==> config.mk <==
export PLATFORM = sky130hd
export DESIGN_NAME = mips_muldiv_ctrl
export DESIGN_NICKNAME = d
export VERILOG_FILES = /design/src/rtl/mips_muldiv_pkg.sv /design/src/rtl/mips_muldiv_step.sv /design/src/rtl/mips_muldiv_ctrl.sv
export SDC_FILE = /design/constraint.sdc
export NUM_CORES = 1
export LEC_CHECK = 0
export BUFFER_PORTS_ARGS = -buffer_cell sky130_fd_sc_hd__buf_2
export CORE_UTILIZATION = 40
export CTS_CLUSTER_DIAMETER = 30
export DETAILED_ROUTE_END_ITERATION = 10
export PLACE_DENSITY_LB_ADDON = 0.12
export SYNTH_ARGS = -nofsm -noshare
export SYNTH_HDL_FRONTEND = slang
export SYNTH_SLANG_ARGS = --single-unit
==> constraint.sdc <==
create_clock -name clk -period 5.9 [get_ports clk]
set_clock_uncertainty 0.05 [all_clocks]
set_input_delay 0.295 -clock clk [delete_from_list [all_inputs] [get_ports clk]]
set_output_delay 0.295 -clock clk [all_outputs]
set_load 0.02 [all_outputs]
==> src/rtl/mips_muldiv_pkg.sv <==
// mips_muldiv_pkg: shared op encodings and FSM state type for the mul/div sequencer
package mips_muldiv_pkg;

    typedef enum logic [1:0] {
        MD_MULT  = 2'd0,
        MD_MULTU = 2'd1,
        MD_DIV   = 2'd2,
        MD_DIVU  = 2'd3
    } muldiv_op_t;

    typedef enum logic [1:0] {
        IDLE = 2'd0,
        CALC = 2'd1,
        FIX  = 2'd2
    } md_state_t;

endpackage

==> src/rtl/mips_muldiv_step.sv <==
// mips_muldiv_step: one radix-2 shift-add multiply or restoring-divide step on {acc, q}
module mips_muldiv_step #(
    parameter int WIDTH = 32
) (
    input  logic             is_div,
    input  logic [WIDTH-1:0] acc,
    input  logic [WIDTH-1:0] q,
    input  logic [WIDTH-1:0] m,
    output logic [WIDTH-1:0] acc_n,
    output logic [WIDTH-1:0] q_n
);

    logic [WIDTH:0] sum;
    logic [WIDTH:0] rem;
    logic [WIDTH:0] diff;

    // Multiply adds m when the multiplier LSB is set and shifts right; divide shifts left and keeps the difference when it does not borrow
    always_comb begin
        sum   = {1'b0, acc} + (q[0] ? {1'b0, m} : '0);
        rem   = {acc, q[WIDTH-1]};
        diff  = rem - {1'b0, m};
        acc_n = is_div ? (diff[WIDTH] ? rem[WIDTH-1:0] : diff[WIDTH-1:0]) : sum[WIDTH:1];
        q_n   = is_div ? {q[WIDTH-2:0], ~diff[WIDTH]} : {sum[0], q[WIDTH-1:1]};
    end

endmodule

==> src/rtl/mips_muldiv_ctrl.sv <==
// mips_muldiv_ctrl: iterative MULT/MULTU/DIV/DIVU sequencer owning HI/LO, with core stall generation
module mips_muldiv_ctrl
    import mips_muldiv_pkg::*;
#(
    parameter int               WIDTH   = 32,
    parameter logic [WIDTH-1:0] DIV0_LO = {WIDTH{1'b1}}
) (
    input  logic             clk,
    input  logic             rst,
    input  logic             start,
    input  logic [1:0]       op,
    input  logic [WIDTH-1:0] rs_data,
    input  logic [WIDTH-1:0] rt_data,
    input  logic             mthi,
    input  logic             mtlo,
    input  logic             mf_req,
    input  logic             kill,
    output logic [WIDTH-1:0] hi,
    output logic [WIDTH-1:0] lo,
    output logic             busy,
    output logic             stall
);

    localparam int CW = $clog2(WIDTH);

    md_state_t          state, state_n;
    muldiv_op_t         op_r;
    logic [CW-1:0]      count;
    logic [WIDTH-1:0]   acc, q, m;
    logic [WIDTH-1:0]   acc_n, q_n;
    logic               sa, sb, div0;
    logic               in_signed, in_div0, is_div;
    logic [WIDTH-1:0]   abs_rs, abs_rt;
    logic [2*WIDTH-1:0] prod_fix;
    logic [WIDTH-1:0]   quo_fix, rem_fix;

    assign in_signed = ~op[0];
    assign in_div0   = op[1] & (rt_data == '0);
    assign abs_rs    = (in_signed & rs_data[WIDTH-1]) ? -rs_data : rs_data;
    assign abs_rt    = (in_signed & rt_data[WIDTH-1]) ? -rt_data : rt_data;
    assign is_div    = (op_r == MD_DIV) || (op_r == MD_DIVU);
    assign prod_fix  = (sa ^ sb) ? -{acc, q} : {acc, q};
    assign quo_fix   = (sa ^ sb) ? -q : q;
    assign rem_fix   = sa ? -acc : acc;
    assign busy      = (state != IDLE);
    assign stall     = busy & (start | mthi | mtlo | mf_req);

    mips_muldiv_step #(.WIDTH(WIDTH)) u_step (
        .is_div (is_div),
        .acc    (acc),
        .q      (q),
        .m      (m),
        .acc_n  (acc_n),
        .q_n    (q_n)
    );

    // State register
    always_ff @(posedge clk or posedge rst) begin
        if (rst) state <= IDLE;
        else     state <= state_n;
    end

    // Next state: divide-by-zero bypasses CALC, kill always returns to IDLE
    always_comb begin
        state_n = state;
        case (state)
            IDLE:    if (start) state_n = in_div0 ? FIX : CALC;
            CALC:    if (count == '0) state_n = FIX;
            FIX:     state_n = IDLE;
            default: state_n = IDLE;
        endcase
        if (kill) state_n = IDLE;
    end

    // Operand capture, iteration, sign fix-up and HI/LO writes
    always_ff @(posedge clk or posedge rst) begin
        if (rst) begin
            op_r  <= MD_MULT;
            count <= '0;
            acc   <= '0;
            q     <= '0;
            m     <= '0;
            sa    <= 1'b0;
            sb    <= 1'b0;
            div0  <= 1'b0;
            hi    <= '0;
            lo    <= '0;
        end else if (!kill) begin
            case (state)
                IDLE: begin
                    if (start) begin
                        op_r  <= muldiv_op_t'(op);
                        sa    <= in_signed & rs_data[WIDTH-1];
                        sb    <= in_signed & rt_data[WIDTH-1];
                        div0  <= in_div0;
                        acc   <= '0;
                        q     <= in_div0 ? rs_data : abs_rs;
                        m     <= abs_rt;
                        count <= CW'(WIDTH - 1);
                    end else begin
                        if (mthi) hi <= rs_data;
                        if (mtlo) lo <= rs_data;
                    end
                end
                CALC: begin
                    acc   <= acc_n;
                    q     <= q_n;
                    count <= count - 1'b1;
                end
                FIX: begin
                    hi <= div0 ? q : (is_div ? rem_fix : prod_fix[2*WIDTH-1:WIDTH]);
                    lo <= div0 ? DIV0_LO : (is_div ? quo_fix : prod_fix[WIDTH-1:0]);
                end
                default: ;
            endcase
        end
    end

endmodule
==> results.json, run 1 <==
{
  "arrival_ns": 4.83,
  "tightest_slew_ns": 1.119,
  "synthCells": 1817,
  "dr.first_iter.drc_count": 1100,
  "cts-root-buf": "clkbuf_16",
  "gr-max-usage-layer": "met2",
  "ys_seq_area_share_pct": 29.41,
  "yosysWarnings": 0,
  "slew_violations": 0,
  "final_common_cell": "nand2_1",
  "synth_nets": 1962,
  "yosysUniqueCellTypes": 82,
  "grtUsageMet2_pct": 44.89,
  "combPwrFrac_pct": 61.8,
  "antenna_found_initial": 0,
  "rsz0062_at_grt": "no",
  "critPathRequiredTime_ns": 6.16,
  "synth_top_cell_area_share_pct": 29.41,
  "synth-seq-cells": 171,
  "r2r-end": "acc[20]",
  "synth_edf_count": 0,
  "critPathMaxStageDelay_ns": 0.56,
  "grt_start_max_net_pins": 78,
  "setup_viol": 0,
  "netlist_area_um2": 14550,
  "syn_area_per_cell_um2": 8.006,
  "netSwitchingFraction_pct": 51.38,
  "numPlacedInstances": 2326,
  "synthArstFlopShare_pct": 100.0,
  "finalSetupTns_ns": 0,
  "first_global_vias": 13325,
  "mostFrequentLayoutCells": "nand2_1, dfrtp_1, o21ai_0",
  "die_w_um": 192.7,
  "hold_violations": 0,
  "cts-resized-gates": 0,
  "crit_type": "reg2reg",
  "synth-main-ff-cell": "dfrtp_1",
  "cts.sinks": 171,
  "pwr_density_cell_nw_per_um2": 547.9,
  "cp-end-kind": "flop",
  "initial_core_util_pct": 40.80,
  "core_area_um2": 35660,
  "fin_crit_sh_pct": 77.43,
  "failed_checks": "design-rule violations",
  "p_clk_share_pct": 13.3,
  "synth_area_leaders": "dfrtp_1, ha_1, o21ai_0",
  "area_growth_pct": 11.38,
  "dieArea_um2": 37140,
  "io_pins": 139,
  "drtAntennaViolNets": 0,
  "p_leak_nw": 7.197,
  "ff2ff_path_depth": 12,
  "finalNetCount": 2030,
  "holdBufCountCts": 1,
  "clk_pin_slew_ns": 0.08,
  "clk-insertion-delay-late_ns": 0.48,
  "fillers": 3643,
  "grt_use_total_pct": 27.13,
  "gr-usage-met1_pct": 36.56,
  "reg2reg_from": "acc[0]",
  "finalNonFillerCells": 2359,
  "gp_congestion": 0.9367,
  "min_path_type": "in2reg",
  "min_to": "m[31]",
  "drcViolationCount": 35,
  "hold_start": "rt_data[31]",
  "ir_drop_mv": 0.2672,
  "grt-ovfl-total": 0,
  "numPortBuffers": 138,
  "period_needed_ns": 4.568,
  "relSlewSlack_pct": 25.34,
  "wl_per_cell_um": 20.89,
  "cts_buffers": 17,
  "antenna_cells": 0,
  "wl_um": 49290,
  "num_rows": 69,
  "fmax_mhz": 218.9,
  "dp_hpwl_um": 36600,
  "cap_viol_max_count": 0,
  "met3_usage_pct": 2.964,
  "crit_chain": "inv_1, fa_1, nand2b_1, a21oi_1, o2111ai_1, and3_1, or4_1, o2111ai_4, buf_4, mux2_2, a22oi_1, o21ai_0",
  "drive_gt1_share_pct": 12.80,
  "cts.htree.levels": 4,
  "clockBufferDepth": 2,
  "yosysTopAreaCell": "dfrtp_1",
  "tritoncts": "done",
  "avgViaCountPerCell": 5.969,
  "cp_max_fo": 24,
  "cts_setup_buffers": 0,
  "grt_pass1_wl_um": 78080,
  "rrSetupSlack_ns": 1.33,
  "crit_buf_inv": 2,
  "p_switching_mw": 4.561,
  "start_kind": "flop",
  "die_h_um": 192.7,
  "cpLargestDelayFamily": "compound AO/OA/AOI/OAI gates",
  "internal_power_mw": 4.316,
  "hold_depth": 3,
  "fin_util_pct": 45.44,
  "outcome": "finished with violations",
  "num_vias": 14080,
  "slowest_stage": "dfrtp_1",
  "drtPass1Iterations": 8,
  "power_frac_seq_pct": 24.9
}
synthesized netlist by cell type (54+ instances only):
library cell,number
a21oi_1,122
o221ai_1,55
nor2_1,127
xnor2_1,95
nand2_1,216
ha_1,70
o21ai_0,169
mux2i_1,54
clkbuf_1,93
dfrtp_1,171
inv_1,80
xor2_1,77
tightest hold or removal path, stage by stage:
cell	delay [ns]
buf_2	0.12
nand2_1	0.06
o22ai_1	0.05
kinds of logic (layout without fill, tap and decap cells):
family	count (synthesis)	count (layout)	synth area share, %
adder cells (fa/ha/maj)	72	72	6.296
AND/OR/NAND/NOR	570	570	19.10
flip-flops	171	171	29.41
XOR/XNOR	172	172	10.36
AO/OA/AOI/OAI	582	582	25.64
buffers and inverters	191	272	5.092
multiplexers	59	59	4.103
layer usage:
layer / vias to the layer above / routed length, um
met2: 464 / 23020
met3: 71 / 2573
met4: 0 / 1232
met5: - / 0
li1: 6759 / -
met1: 6786 / 22470
per-stage QoR:
stage          worst slack, ns  hold slack (ns)  area (um^2)  total power [mW]
6_report                 1.332          0.04723        16200             8.877
5_1_grt                  1.188          0.05341        16200             9.555
4_1_cts                  1.395          0.03540        16200             8.825
3_5_place_dp             1.426           0.4144        15610             7.625
3_3_place_gp             1.536           0.4052        15610             7.599
2_1_floorplan           0.9232           0.3618        14550             6.018
power groups by stage:
| stage | Combinational (mW) | Clock (mW) | Sequential (mW) |
|---|---|---|---|
| 2_1_floorplan | 3.93 | 0 | 2.09 |
| 3_3_place_gp | 5.39 | 0 | 2.21 |
| 3_5_place_dp | 5.41 | 0 | 2.22 |
| 4_1_cts | 5.43 | 1.20 | 2.19 |
| 5_1_grt | 6.04 | 1.25 | 2.27 |
| 6_report | 5.49 | 1.18 | 2.21 |
area by class of cell:
| type | instances | area [um^2] | area share [%] |
|---|---|---|---|
| Tap cell | 461 | 576.8 | 3.560 |
| Timing Repair Buffer | 159 | 850.8 | 5.251 |
| Clock buffer | 17 | 425.4 | 2.625 |
| Clock inverter | 15 | 158.9 | 0.9807 |
| Inverter | 81 | 309.0 | 1.907 |
| Multi-Input combinational cell | 1455 | 9602 | 59.26 |
| Sequential cell | 171 | 4280 | 26.42 |
how the worst max path moves through the flow:
stage / start / slack, ns / to / depth (start not counted)
2_1_floorplan: rst / 0.92 / acc[0] / 1
3_3_place_gp: acc[0] / 1.54 / acc[11] / 12
3_5_place_dp: acc[0] / 1.43 / acc[20] / 12
5_1_grt: acc[0] / 1.19 / acc[20] / 12
4_1_cts: acc[0] / 1.39 / acc[20] / 12
6_report: acc[0] / 1.33 / acc[20] / 12
flip-flops by register name, indices dropped and copies added (netlist names), 2 cells and up:
| register | count |
|---|---|
| acc | 32 |
| count | 5 |
| hi | 32 |
| lo | 32 |
| m | 32 |
| q | 32 |
| state | 2 |
No activity file was read; power rests on OpenSTA's default activity.
==> run 2, diff against run 1 <==
--- a/config.mk
+++ b/config.mk
@@ -5,6 +5,7 @@
 export SDC_FILE = /design/constraint.sdc
 export NUM_CORES = 1
 export LEC_CHECK = 0
+export ABC_AREA = 1
 export BUFFER_PORTS_ARGS = -buffer_cell sky130_fd_sc_hd__buf_2
 export CORE_UTILIZATION = 40
 export CTS_CLUSTER_DIAMETER = 30
==> constraint.sdc (replaced) <==
create_clock -name clk -period 4.5 [get_ports clk]
set_clock_uncertainty 0.05 [all_clocks]
set_input_delay 0.225 -clock clk [delete_from_list [all_inputs] [get_ports clk]]
set_output_delay 0.225 -clock clk [all_outputs]
set_load 0.02 [all_outputs]
==> results.json, run 2 <==
{
  "outcome": "finished, final reports clean",
  "critPathRequiredTime_ns": 4.85,
  "synth_edf_count": 0,
  "yosysTopAreaCell": "dfrtp_1",
  "num_vias": 21604,
  "fin_util_pct": 45.03,
  "cp_max_fo": 41,
  "ir_drop_mv": 0.3422,
  "relSlewSlack_pct": 36.53,
  "min_path_type": "in2reg",
  "p_leak_nw": 10.36,
  "wl_per_cell_um": 22.76,
  "numPortBuffers": 138,
  "fin_crit_sh_pct": 80.01,
  "pwr_density_cell_nw_per_um2": 651.7,
  "clk-insertion-delay-late_ns": 0.51,
  "grt_start_max_net_pins": 106,
  "cts_setup_buffers": 0,
  "dp_hpwl_um": 68890,
  "setup_viol": 0,
  "ys_seq_area_share_pct": 23.76,
  "die_w_um": 214.2,
  "area_growth_pct": 10.83,
  "drtPass1Iterations": 8,
  "cp-end-kind": "flop",
  "antenna_found_initial": 2,
  "yosysWarnings": 0,
  "num_rows": 77,
  "synth-seq-cells": 171,
  "worst_slack_ns": 0.8997,
  "cts.htree.levels": 4,
  "syn_area_per_cell_um2": 5.757,
  "fmax_mhz": 277.8,
  "first_global_vias": 20543,
  "pre_cts_ws_ns": 0.9486,
  "dieArea_um2": 45870,
  "grt_pass1_wl_um": 128900,
  "core_area_um2": 44320,
  "synth_area_leaders": "dfrtp_1, nand2_1, nand3_1",
  "yosysUniqueCellTypes": 50,
  "tritoncts": "done",
  "hold_violations": 0,
  "synth_nets": 3273,
  "drive_gt1_share_pct": 8.824,
  "rsz0062_at_grt": "no",
  "cts-root-buf": "clkbuf_16",
  "synth.most_common_cell": "nand2_1",
  "finalNetCount": 3364,
  "power_mw": 13.01,
  "gp_congestion": 1.008,
  "cts-resized-gates": 0,
  "drtAntennaViolNets": 0,
  "crit_type": "reg2reg",
  "dr.first_iter.drc_count": 2303,
  "die_h_um": 214.2,
  "mostFrequentLayoutCells": "nand2_1, inv_1, nor2_1",
  "synthCells": 3128,
  "tightest_slew_ns": 0.9520,
  "holdBufCountCts": 3,
  "initial_core_util_pct": 40.63,
  "arrival_ns": 3.95,
  "grt-ovfl-total": 0,
  "clockBufferDepth": 2,
  "cts_buffers": 17,
  "drcViolationCount": 0,
  "synth_common_cells": "nand2_1, inv_1, nor2_1, nand3_1, a21oi_1",
  "period_needed_ns": 3.600,
  "start_kind": "flop",
  "synthArstFlopShare_pct": 100.0,
  "clk_pin_slew_ns": 0.08,
  "final_common_cell": "nand2_1",
  "synth-main-ff-cell": "dfrtp_1",
  "avgViaCountPerCell": 5.645,
  "wl_um": 87090,
  "netlist_area_um2": 18010,
  "cap_viol_max_count": 0,
  "synth_top_cell_area_share_pct": 23.76,
  "cts.sinks": 171,
  "finalSetupTns_ns": 0,
  "grt_use_total_pct": 37.60,
  "slew_violations": 0,
  "io_pins": 139
}
## run 2: layout make-up
type                       count  area [um^2]
fill                        4920        24360
multi-input combinational   2420        11680
sequential                   171         4280
inverter                     430         1619
timing repair buffer         179         1031
tap                          592        740.7
clock buffer                  19        452.9
clock inverter                11        137.6
antenna                        5        12.51
## run 2: cells by family after synthesis
group	count (synthesis)	synth area share, %
AOI/OAI and AO/OA	497	14.81
xor gates and xnor gates	49	2.383
adders and majority gates	72	5.086
buffers and inverters	537	11.49
DFF	171	23.76
and+or+nand+nor	1802	42.48
## run 2: power breakdown
part           switching [mW]  leakage (nW)  total, mW  internal (mW)
Combinational            6.16          8.05       8.67           2.51
Clock                   0.764         0.274       1.61          0.848
Sequential              0.695          2.03       2.72           2.03
Total                    7.62          10.4       13.0           5.39
## run 2: path summary, 6_finish.rpt
kind / to / slack, ns / from / depth (start not counted)
max: acc[22] / 0.90 / acc[0] / 18
min in group asynchronous: lo[13] / 0.19 / rst / 3
min reg2reg: lo[24] / 0.44 / lo[24] / 2
min: m[23] / 0.03 / rt_data[23] / 3
max reg2reg: acc[22] / 0.90 / acc[0] / 18
max in group asynchronous: m[20] / 2.97 / rst / 4
## run 2: layer usage
| layer | GRT usage (%) | vias up | part of all wire, % |
|---|---|---|---|
| met4 | 28.21 | 0 | 8.3 |
| met3 | 4.553 | 252 | 5.1 |
| met2 | 62.66 | 939 | 47 |
| met5 | 0 | - | 0 |
| li1 | - | 10257 | - |
| met1 | 44.42 | 10156 | 40 |
## run 2: worst max-delay path, cell delays in order, from the launching register on
cell and delay (ns):
dfrtp_1 0.54, inv_1 0.21, fa_1 0.45, inv_1 0.12, nand2_1 0.08, nand2_1 0.08, nand3_1 0.08, nand2_1 0.16
nand2_1 0.08, nand2_2 0.08, nand2_1 0.12, nand2_1 0.11, nand2_2 0.15, nand2_4 0.46, inv_2 0.34, nand2_1 0.14
nand3_1 0.08, nand2_1 0.09, nand2_1 0.05
## run 2: through the flow
| stage | instance area (um^2) | cells | hold WS [ns] |
|---|---|---|---|
| 6_report | 19960 | 3827 | 0.02591 |
| 5_1_grt | 19960 | 3827 | 0.04333 |
| 4_1_cts | 19950 | 3822 | 0.01234 |
| 3_5_place_dp | 19320 | 3789 | 0.1706 |
| 3_3_place_gp | 19320 | 3789 | 0.1630 |
| 2_1_floorplan | 18010 | 3128 | 0.3219 |
